===== src/rtl/vga_pkg.sv =====
// vga_pkg: shared 640x480@60 timing, colour constants and coordinate type
// for the pong VGA scanout.
//   H_/V_ localparams : active, porch and sync widths plus derived totals
//   colour constants  : BLACK, WHITE and the eight-entry colour-bar palette
//   coord_t           : 10-bit pixel/line coordinate
package vga_pkg;

    localparam int H_ACTIVE = 640;
    localparam int H_FP     = 16;
    localparam int H_SYNC   = 96;
    localparam int H_BP     = 48;
    localparam int H_TOTAL  = H_ACTIVE + H_FP + H_SYNC + H_BP;

    localparam int V_ACTIVE = 480;
    localparam int V_FP     = 10;
    localparam int V_SYNC   = 2;
    localparam int V_BP     = 33;
    localparam int V_TOTAL  = V_ACTIVE + V_FP + V_SYNC + V_BP;

    localparam int BAR_WIDTH = 80;

    typedef logic [9:0] coord_t;

    localparam logic [23:0] BLACK   = 24'h000000;
    localparam logic [23:0] WHITE   = 24'hFFFFFF;
    localparam logic [23:0] YELLOW  = 24'hFFFF00;
    localparam logic [23:0] CYAN    = 24'h00FFFF;
    localparam logic [23:0] GREEN   = 24'h00FF00;
    localparam logic [23:0] MAGENTA = 24'hFF00FF;
    localparam logic [23:0] RED     = 24'hFF0000;
    localparam logic [23:0] BLUE    = 24'h0000FF;

    // Bars left to right: white, yellow, cyan, green, magenta, red, blue, black
    function automatic logic [23:0] bar_color(input logic [2:0] bar);
        logic [23:0] c;
        c = (bar == 3'd0) ? WHITE   :
            (bar == 3'd1) ? YELLOW  :
            (bar == 3'd2) ? CYAN    :
            (bar == 3'd3) ? GREEN   :
            (bar == 3'd4) ? MAGENTA :
            (bar == 3'd5) ? RED     :
            (bar == 3'd6) ? BLUE    : BLACK;
        return c;
    endfunction

endpackage


===== src/rtl/vga_pix_ce.sv =====
// vga_pix_ce: divides the system clock into a one-cycle pixel enable.
//   clk      : system clock
//   rst_n    : asynchronous active-low reset
//   o_pix_ce : high in the cycle where the divider count reaches CLK_DIV-1
//              (constantly high when CLK_DIV = 1)
module vga_pix_ce #(
    parameter int CLK_DIV = 2
) (
    input  logic clk,
    input  logic rst_n,
    output logic o_pix_ce
);

    localparam int W = (CLK_DIV > 1) ? $clog2(CLK_DIV) : 1;

    logic [W-1:0] r_div_cnt;

    assign o_pix_ce = (r_div_cnt == W'(CLK_DIV - 1));

    always_ff @(posedge clk or negedge rst_n) begin
        if (!rst_n)
            r_div_cnt <= '0;
        else
            r_div_cnt <= o_pix_ce ? '0 : r_div_cnt + 1'b1;
    end

endmodule


===== src/rtl/vga_scanout.sv =====
// vga_scanout: 640x480@60 VGA timing generator with registered colour/sync
// output and a once-per-frame tick for the pong game logic.
//   clk, rst_n      : system clock, asynchronous active-low reset
//   i_test_mode     : colour-bar override (only with VGA_SCANOUT_TEST_PATTERN_EN)
//   i_color         : renderer colour {R,G,B} for (o_x,o_y), same cycle
//   o_x, o_y        : current horizontal / vertical counts
//   o_vga_r/g/b     : registered pixel colour, zero during blanking
//   o_vga_hs/vs     : registered syncs, asserted level SYNC_ACTIVE
//   o_vga_de        : registered data-enable
//   o_frame_tick    : one-clk pulse entering vertical blanking
// Define VGA_SCANOUT_TEST_PATTERN_EN to add i_test_mode and the colour bars.
module vga_scanout
    import vga_pkg::*;
#(
    parameter int   CLK_DIV     = 2,
    parameter logic SYNC_ACTIVE = 1'b0,
    parameter int   HA          = H_ACTIVE,
    parameter int   HF          = H_FP,
    parameter int   HS          = H_SYNC,
    parameter int   HB          = H_BP,
    parameter int   VA          = V_ACTIVE,
    parameter int   VF          = V_FP,
    parameter int   VS          = V_SYNC,
    parameter int   VB          = V_BP
) (
    input  logic        clk,
    input  logic        rst_n,
`ifdef VGA_SCANOUT_TEST_PATTERN_EN
    input  logic        i_test_mode,
`endif
    input  logic [23:0] i_color,
    output coord_t      o_x,
    output coord_t      o_y,
    output logic [7:0]  o_vga_r,
    output logic [7:0]  o_vga_g,
    output logic [7:0]  o_vga_b,
    output logic        o_vga_hs,
    output logic        o_vga_vs,
    output logic        o_vga_de,
    output logic        o_frame_tick
);

    localparam int HT = HA + HF + HS + HB;
    localparam int VT = VA + VF + VS + VB;

    logic        w_pix_ce;
    logic        w_h_last;
    logic        w_v_last;
    logic        w_active;
    logic        w_hs0;
    logic        w_vs0;
    logic [23:0] w_color;
    coord_t      r_h;
    coord_t      r_v;
    logic [23:0] r_rgb;
    logic        r_de;
    logic        r_hs;
    logic        r_vs;

    vga_pix_ce #(.CLK_DIV(CLK_DIV)) u_pix_ce (
        .clk      (clk),
        .rst_n    (rst_n),
        .o_pix_ce (w_pix_ce)
    );

    assign w_h_last = (r_h == coord_t'(HT - 1));
    assign w_v_last = (r_v == coord_t'(VT - 1));

    always_ff @(posedge clk or negedge rst_n) begin
        if (!rst_n) begin
            r_h <= '0;
            r_v <= '0;
        end else if (w_pix_ce) begin
            r_h <= w_h_last ? '0 : r_h + 1'b1;
            if (w_h_last)
                r_v <= w_v_last ? '0 : r_v + 1'b1;
        end
    end

    always_comb begin
        w_active = (r_h < coord_t'(HA)) && (r_v < coord_t'(VA));
        w_hs0    = (r_h >= coord_t'(HA + HF)) && (r_h < coord_t'(HA + HF + HS));
        w_vs0    = (r_v >= coord_t'(VA + VF)) && (r_v < coord_t'(VA + VF + VS));
`ifdef VGA_SCANOUT_TEST_PATTERN_EN
        w_color  = i_test_mode ? bar_color(3'(r_h / coord_t'(BAR_WIDTH))) : i_color;
`else
        w_color  = i_color;
`endif
    end

    // Colour and syncs share one register stage so the DAC sees them aligned
    always_ff @(posedge clk or negedge rst_n) begin
        if (!rst_n) begin
            r_rgb <= BLACK;
            r_de  <= 1'b0;
            r_hs  <= ~SYNC_ACTIVE;
            r_vs  <= ~SYNC_ACTIVE;
        end else if (w_pix_ce) begin
            r_rgb <= w_active ? w_color : BLACK;
            r_de  <= w_active;
            r_hs  <= w_hs0 ? SYNC_ACTIVE : ~SYNC_ACTIVE;
            r_vs  <= w_vs0 ? SYNC_ACTIVE : ~SYNC_ACTIVE;
        end
    end

    assign o_x          = r_h;
    assign o_y          = r_v;
    assign o_vga_r      = r_rgb[23:16];
    assign o_vga_g      = r_rgb[15:8];
    assign o_vga_b      = r_rgb[7:0];
    assign o_vga_de     = r_de;
    assign o_vga_hs     = r_hs;
    assign o_vga_vs     = r_vs;
    // Fires on the pixel step from the last visible line into vertical blanking
    assign o_frame_tick = w_pix_ce && w_h_last && (r_v == coord_t'(VA - 1));

endmodule


===== config.mk =====
export PLATFORM = sky130hd
export DESIGN_NAME = vga_scanout
export DESIGN_NICKNAME = d
export VERILOG_FILES = /design/src/rtl/vga_pkg.sv /design/src/rtl/vga_pix_ce.sv /design/src/rtl/vga_scanout.sv
export SDC_FILE = /design/constraint.sdc
export NUM_CORES = 1
export LEC_CHECK = 0
export ABC_AREA = 1
export BUFFER_PORTS_ARGS = -buffer_cell sky130_fd_sc_hd__buf_2
export CORE_MARGIN = 1
export CORE_UTILIZATION = 51
export CTS_CLUSTER_SIZE = 10
export DETAILED_ROUTE_END_ITERATION = 10
export PLACE_DENSITY_LB_ADDON = 0.15
export SLEW_MARGIN = 20
export SYNTH_ARGS = -nofsm -noshare
export SYNTH_HDL_FRONTEND = slang
export SYNTH_HIERARCHICAL = 1
export SYNTH_SLANG_ARGS = --single-unit

===== constraint.sdc =====
create_clock -name clk -period 1.5 [get_ports clk]
set_input_delay 0.075 -clock clk [delete_from_list [all_inputs] [get_ports clk]]
set_output_delay 0.075 -clock clk [all_outputs]
set_load 0.01 [all_outputs]

== Yosys cells after proc, flatten, opt, wreduce, memory -nomap -nowiden ==
Index checks and enable logic that the tools add are counted.

* Bits in writable memories: 0
* Bits in registers: 48
* ROM bits: 0
* Memories kept: 0
* Latch bits: 0

* Shifts and indexed selects: 0
* Div/mod/pow operators: 0
* Multiplexer cells: 6
* Add/sub/neg operators: 3
* Multipliers: 0
* Reductions and logical operators: 6
* Bitwise operators: 0
* Order comparisons: 6
* Equal/unequal tests: 3

{| class="wikitable"
|+ Operators by type and width
! cell !! number
|-
| $mux 24 || 1
|-
| $add 10x1->10 const B || 2
|-
| $eq 10x10->1 const B || 2
|-
| $lt 10x10->1 const B || 2
|-
| $lt 10x9->1 const B || 2
|-
| $mux 10 || 2
|-
| $eq 10x9->1 const B || 1
|-
| $ge 10x10->1 const B || 1
|-
| $ge 10x9->1 const B || 1
|-
| $logic_and 1x1->1 || 5
|-
| $mux 1 || 3
|-
| $reduce_and 2->1 || 1
|-
| $add 1x1->1 const B || 1
|}

== Logic depth before layout (Yosys ltp) ==
* Word-level depth: 3
* Gate-level depth with buffers: 9
* Gate-level depth less buffers: 9

== By module ==
The synthesis kept the hierarchy.

{| class="wikitable"
|+ By module, submodules not included
! module !! area an instance (um2) !! instances !! cells an instance
|-
| vga_scanout || 2306.0 || 1 || 274
|-
| vga_pix_ce || 28.8 || 1 || 2
|}

== Worst setup path after synthesis ==
Ideal clock, no wire load.

* Path kind: reg2reg
* Start: register r_v[0] (netlist: o_y[0])
* End: register r_v[8] (netlist: o_y[8])
* Data arrival time: 1.268 ns
* Clock period less this slack: 1.385 ns
* Path slack: 0.115 ns
* Stages on the path, launching flop included: 9
* Data required time: 1.384 ns
* Path buffers: 0
* Cell sequence: dfrtp_1 ha_1 inv_1 nor2_2 nand3_1 o21ai_1 nand2_1 nand2_1 nand2_1

* Longest elaborated chain between the ends: 2
* Elaborated cells on any way between the ends: 3

{| class="wikitable"
|+ RTL lines
! element !! line !! RTL
|-
| start, declared || vga_scanout.sv:54 || <nowiki>coord_t r_v;</nowiki>
|-
| start signal, assigned || vga_scanout.sv:76 || <nowiki>r_v <= w_v_last ? '0 : r_v + 1'b1;</nowiki>
|-
| $add 10x1->10 / $eq 10x10->1 (equally long branches) || vga_scanout.sv:76, vga_scanout.sv:67 ||
|-
| $mux 10 (*) || vga_scanout.sv:76 ||
|}

Mark *: on every way between the ends. The rest lies on a longest branch, timed or not.
A chain may end at the register's enable or synchronous reset.

== Worst setup path in the final report ==
* Start: register r_h[1] (netlist: o_x[1])
* End: output port o_frame_tick

* Longest elaborated chain between the ends: 3

{| class="wikitable"
|+ RTL lines
! element !! line !! RTL
|-
| start, declared || vga_scanout.sv:53 || <nowiki>coord_t r_h;</nowiki>
|-
| start signal, assigned || vga_scanout.sv:74 || <nowiki>r_h <= w_h_last ? '0 : r_h + 1'b1;</nowiki>
|-
| $eq 10x10->1 || vga_scanout.sv:66 || <nowiki>assign w_h_last = (r_h == coord_t'(HT - 1));</nowiki>
|-
| $logic_and 1x1->1 (2 in series) || vga_scanout.sv:115 || <nowiki>assign o_frame_tick = w_pix_ce && w_h_last && (r_v == coord_t'(VA - 1));</nowiki>
|-
| end, declared || vga_scanout.sv:40 || <nowiki>output logic o_frame_tick</nowiki>
|}

No other way between the ends.

==> results.txt <==
status - finished, violations left
failing checks - negative setup slack
H-tree depth - 2
Slowest-stage cell, CP - dfrtp_1
nets - 428
Slew headroom - 0.597
Hold Violations, Final - 0
Syn Nets - 306
PwrDens - 722 mW/mm^2
CTS tree - built
Fmax achieved - 617 MHz
IO buf count - 73
Worst R2R Start - o_x[1]
Setup Skew - 5.33 ps
Leak Pwr - 0.00174 uW
router iterations before antenna repair - 4
share of synthesized registers carrying an async set or reset - 1.00
reg-to-reg slack, setup - -50 ps
synth cell count leaders - nand2_1 (102), dfrtp_1 (46), inv_1 (22)
Clock transition at path regs - 90 ps
Pint - 1800 uW
Reg power frac - 0.569
largest net degree at the start of global routing - 49
cell family with the largest share of critical-path delay - simple AND/OR/NAND/NOR gates
WP buf/inv - 1
critical path's largest stage delay - 380 ps
height of the die - 69.7 um
Max Slew Vio Count - 0
Antenna Cells - 0
Detail Route Antenna Nets - 0
GRT Residual Overflow - 0
I/O pins - 74
cells after synthesis - 276
Die X - 69.7 um
DP Wirelength - 3550 um
Synth Cell Area - 0.00233 mm^2
Cell variety after synth - 30
Syn Area/Cell - 8.46 um^2
Area growth syn-to-layout - 40.2%
CP max FO - 2
row cnt - 24
drt drc - 0
worst vdd ir - 435 uV
Hold Slack - 421 ps
Finish-stage setup viols - 3
period utilisation layout - 1.08
length in cells of the worst reg-to-reg path - 9
Most used DFF post-synth - dfrtp_1
dominant cell type by area after synthesis - dfrtp_1
max-cap viol count - 0
Reg-to-Reg End - o_y[0]
combinational power share - 0.083
initial drt markers - 163
Initial Utilization - 0.533
die area - 0.00485 mm^2
antenna violations before repair - 0
share of layout cells above drive strength 1 - 0.343
Switching Share - 0.238
Post-DP Area - 0.00279 mm^2
Sw Pwr - 564 uW
Total Routing Usage GR - 0.256
Worst-Margin Slew - 605 ps
RSZ-0062 raised after global routing - yes
Worst path depth - 7
sequential cell area fraction in the yosys report - 0.516
startpoint type of the worst setup path - flop
Crit path required time - 1420 ps
Clock Power Share - 0.348
Design Area, Final - 0.00327 mm^2
Routed WL per cell - 13.9 um
core region area - 0.00438 mm^2
top post-synthesis cells by area - dfrtp_1 (49%), nand2_1 (16%), inv_1 (3.5%), nand3_1 (3.2%), nor2_1 (3.2%)
number of synthesized flops with an enable pin - 0
synthesis warning total - 6
Crit path top cell by count - nand3_2
WS Path Type - flop to primary output
flops & latches, synth - 48
CP cell instances - ha_2, nand3_2, nand3b_4, nor2_4, nand3_2, nor2_2, buf_2
most frequent cell after synthesis - nand2_1
top-area cell type share of the netlist area - 0.493
CTS Sinks - 48
Bufs on Longest Clock Path - 2
Crit path arrival time - 1550 ps
Hold Path Class - primary input to asynchronous set/reset pin
Place WS - 10.1 ps
Fillers - 317
Num CTS Buffers - 5
vias in the first global route - 2145
first-pass GRT wire length - 9900 um
routability cong. - 0.811
Worst-Skew Late Latency - 300 ps
Post-Route WL - 6270 um
drt via density - 5.02
DR vias - 2264
Root Driver - clkbuf_8
Setup WS post-layout - -122 ps
Setup crit end kind - primary output
minimum clock period - 1620 ps
==> metrics by stage <==
stage | utilization | setup TNS [ps] | total power, uW | instances
CTS | 0.726 | -151 | 2370 | 443
finish | 0.747 | -179 | 2370 | 451
floorplan | - | 0 | 1410 | 276
global placement | 0.636 | 0 | 1510 | 405
global route | 0.747 | -1010 | 2450 | 451
detailed placement | 0.636 | 0 | 1510 | 405
==> worst max path at each step <==
stage	startpoint	endpoint	slack [ps]
6_report	o_x[1]	o_frame_tick	-120
5_1_grt	o_x[1]	o_frame_tick	-230
4_1_cts	o_x[1]	o_frame_tick	-150
3_5_place_dp	o_y[1]	o_y[8]	10
3_3_place_gp	o_x[7]	r_rgb[21]	40
2_1_floorplan	o_y[0]	o_y[8]	120
==> power by group through the flow <==
| stage | Clock, uW | Sequential (uW) | Combinational, uW |
|---|---|---|---|
| 3_5_place_dp | 0 | 1370 | 140 |
| 6_report | 823 | 1350 | 197 |
| 5_1_grt | 890 | 1350 | 214 |
| 2_1_floorplan | 0 | 1380 | 25.5 |
| 4_1_cts | 841 | 1340 | 190 |
| 3_3_place_gp | 0 | 1370 | 139 |
==> metal layers <==
layer	global-route usage	share of wire
met5	0	0
met3	0.0596	0.058
met4	0.0978	0.016
met2	0.419	0.50
met1	0.331	0.43
==> worst min-delay path: stages <==
cell,delay [ps]
dlygate4sd3_1,530
buf_2,110
buf_4,480
==> flip-flops by register name (all words and copies together) (netlist names) <==
name	count
o_vga_hs	1
r_rgb	24
o_vga_vs	1
o_vga_de	1
o_x	10
o_y	10
u_pix_ce/o_pix_ce	1
==> final cells by class <==
cell class / instances / area [um^2] / area share
clock buffer: 6 / 82.6 / 0.0252
timing repair buffer: 124 / 822 / 0.251
tap: 52 / 65.1 / 0.0199
clock inverter: 2 / 15.0 / 0.00459
inverter: 23 / 93.8 / 0.0287
sequential: 48 / 1210 / 0.368
multi-input combinational: 196 / 990 / 0.302
==> what timing repair did <==
item / 4_1_cts / 5_1_grt
hold buffers: 25 / 0
setup endpoints to repair: 2 / 36
pin swaps: 1 / 5
buffers inserted: 5 / 7
endpoints found under the hold margin: 70 / 0
gates resized for setup: 3 / 11
cloned: 0 / 1
==> cells in the final DEF (no fill, tap or decap), types with 3 or more instances in the layout <==
cell type      netlist  final
nand2_2              6      6
inv_1               22     21
dfrtp_1             46     44
o21ai_0              9      6
nand3_1             15     14
xor2_1               5      5
dlygate4sd3_1        0     25
ha_1                 4      3
o21ai_1              3      6
clkbuf_8             1      6
buf_4                1     23
nor2_4               3      4
buf_2                5     73
nand2_1            102    102
nand4_1              8      8
nor2_1              20     20
nor2_2               7      7
buf_6                3      3
==> kinds of logic (layout without fill, tap and decap cells) <==
kind of cell,count (synthesis),after routing,share of synthesized area
AO/OA/AOI/OAI,16,16,0.0364
flip-flops,48,48,0.516
AND/OR/NAND/NOR,169,170,0.330
buffers and inverters,33,155,0.0745
XOR/XNOR,6,6,0.0225
adder cells (fa/ha/maj),4,4,0.0214
(Power assumes the default switching activity.)
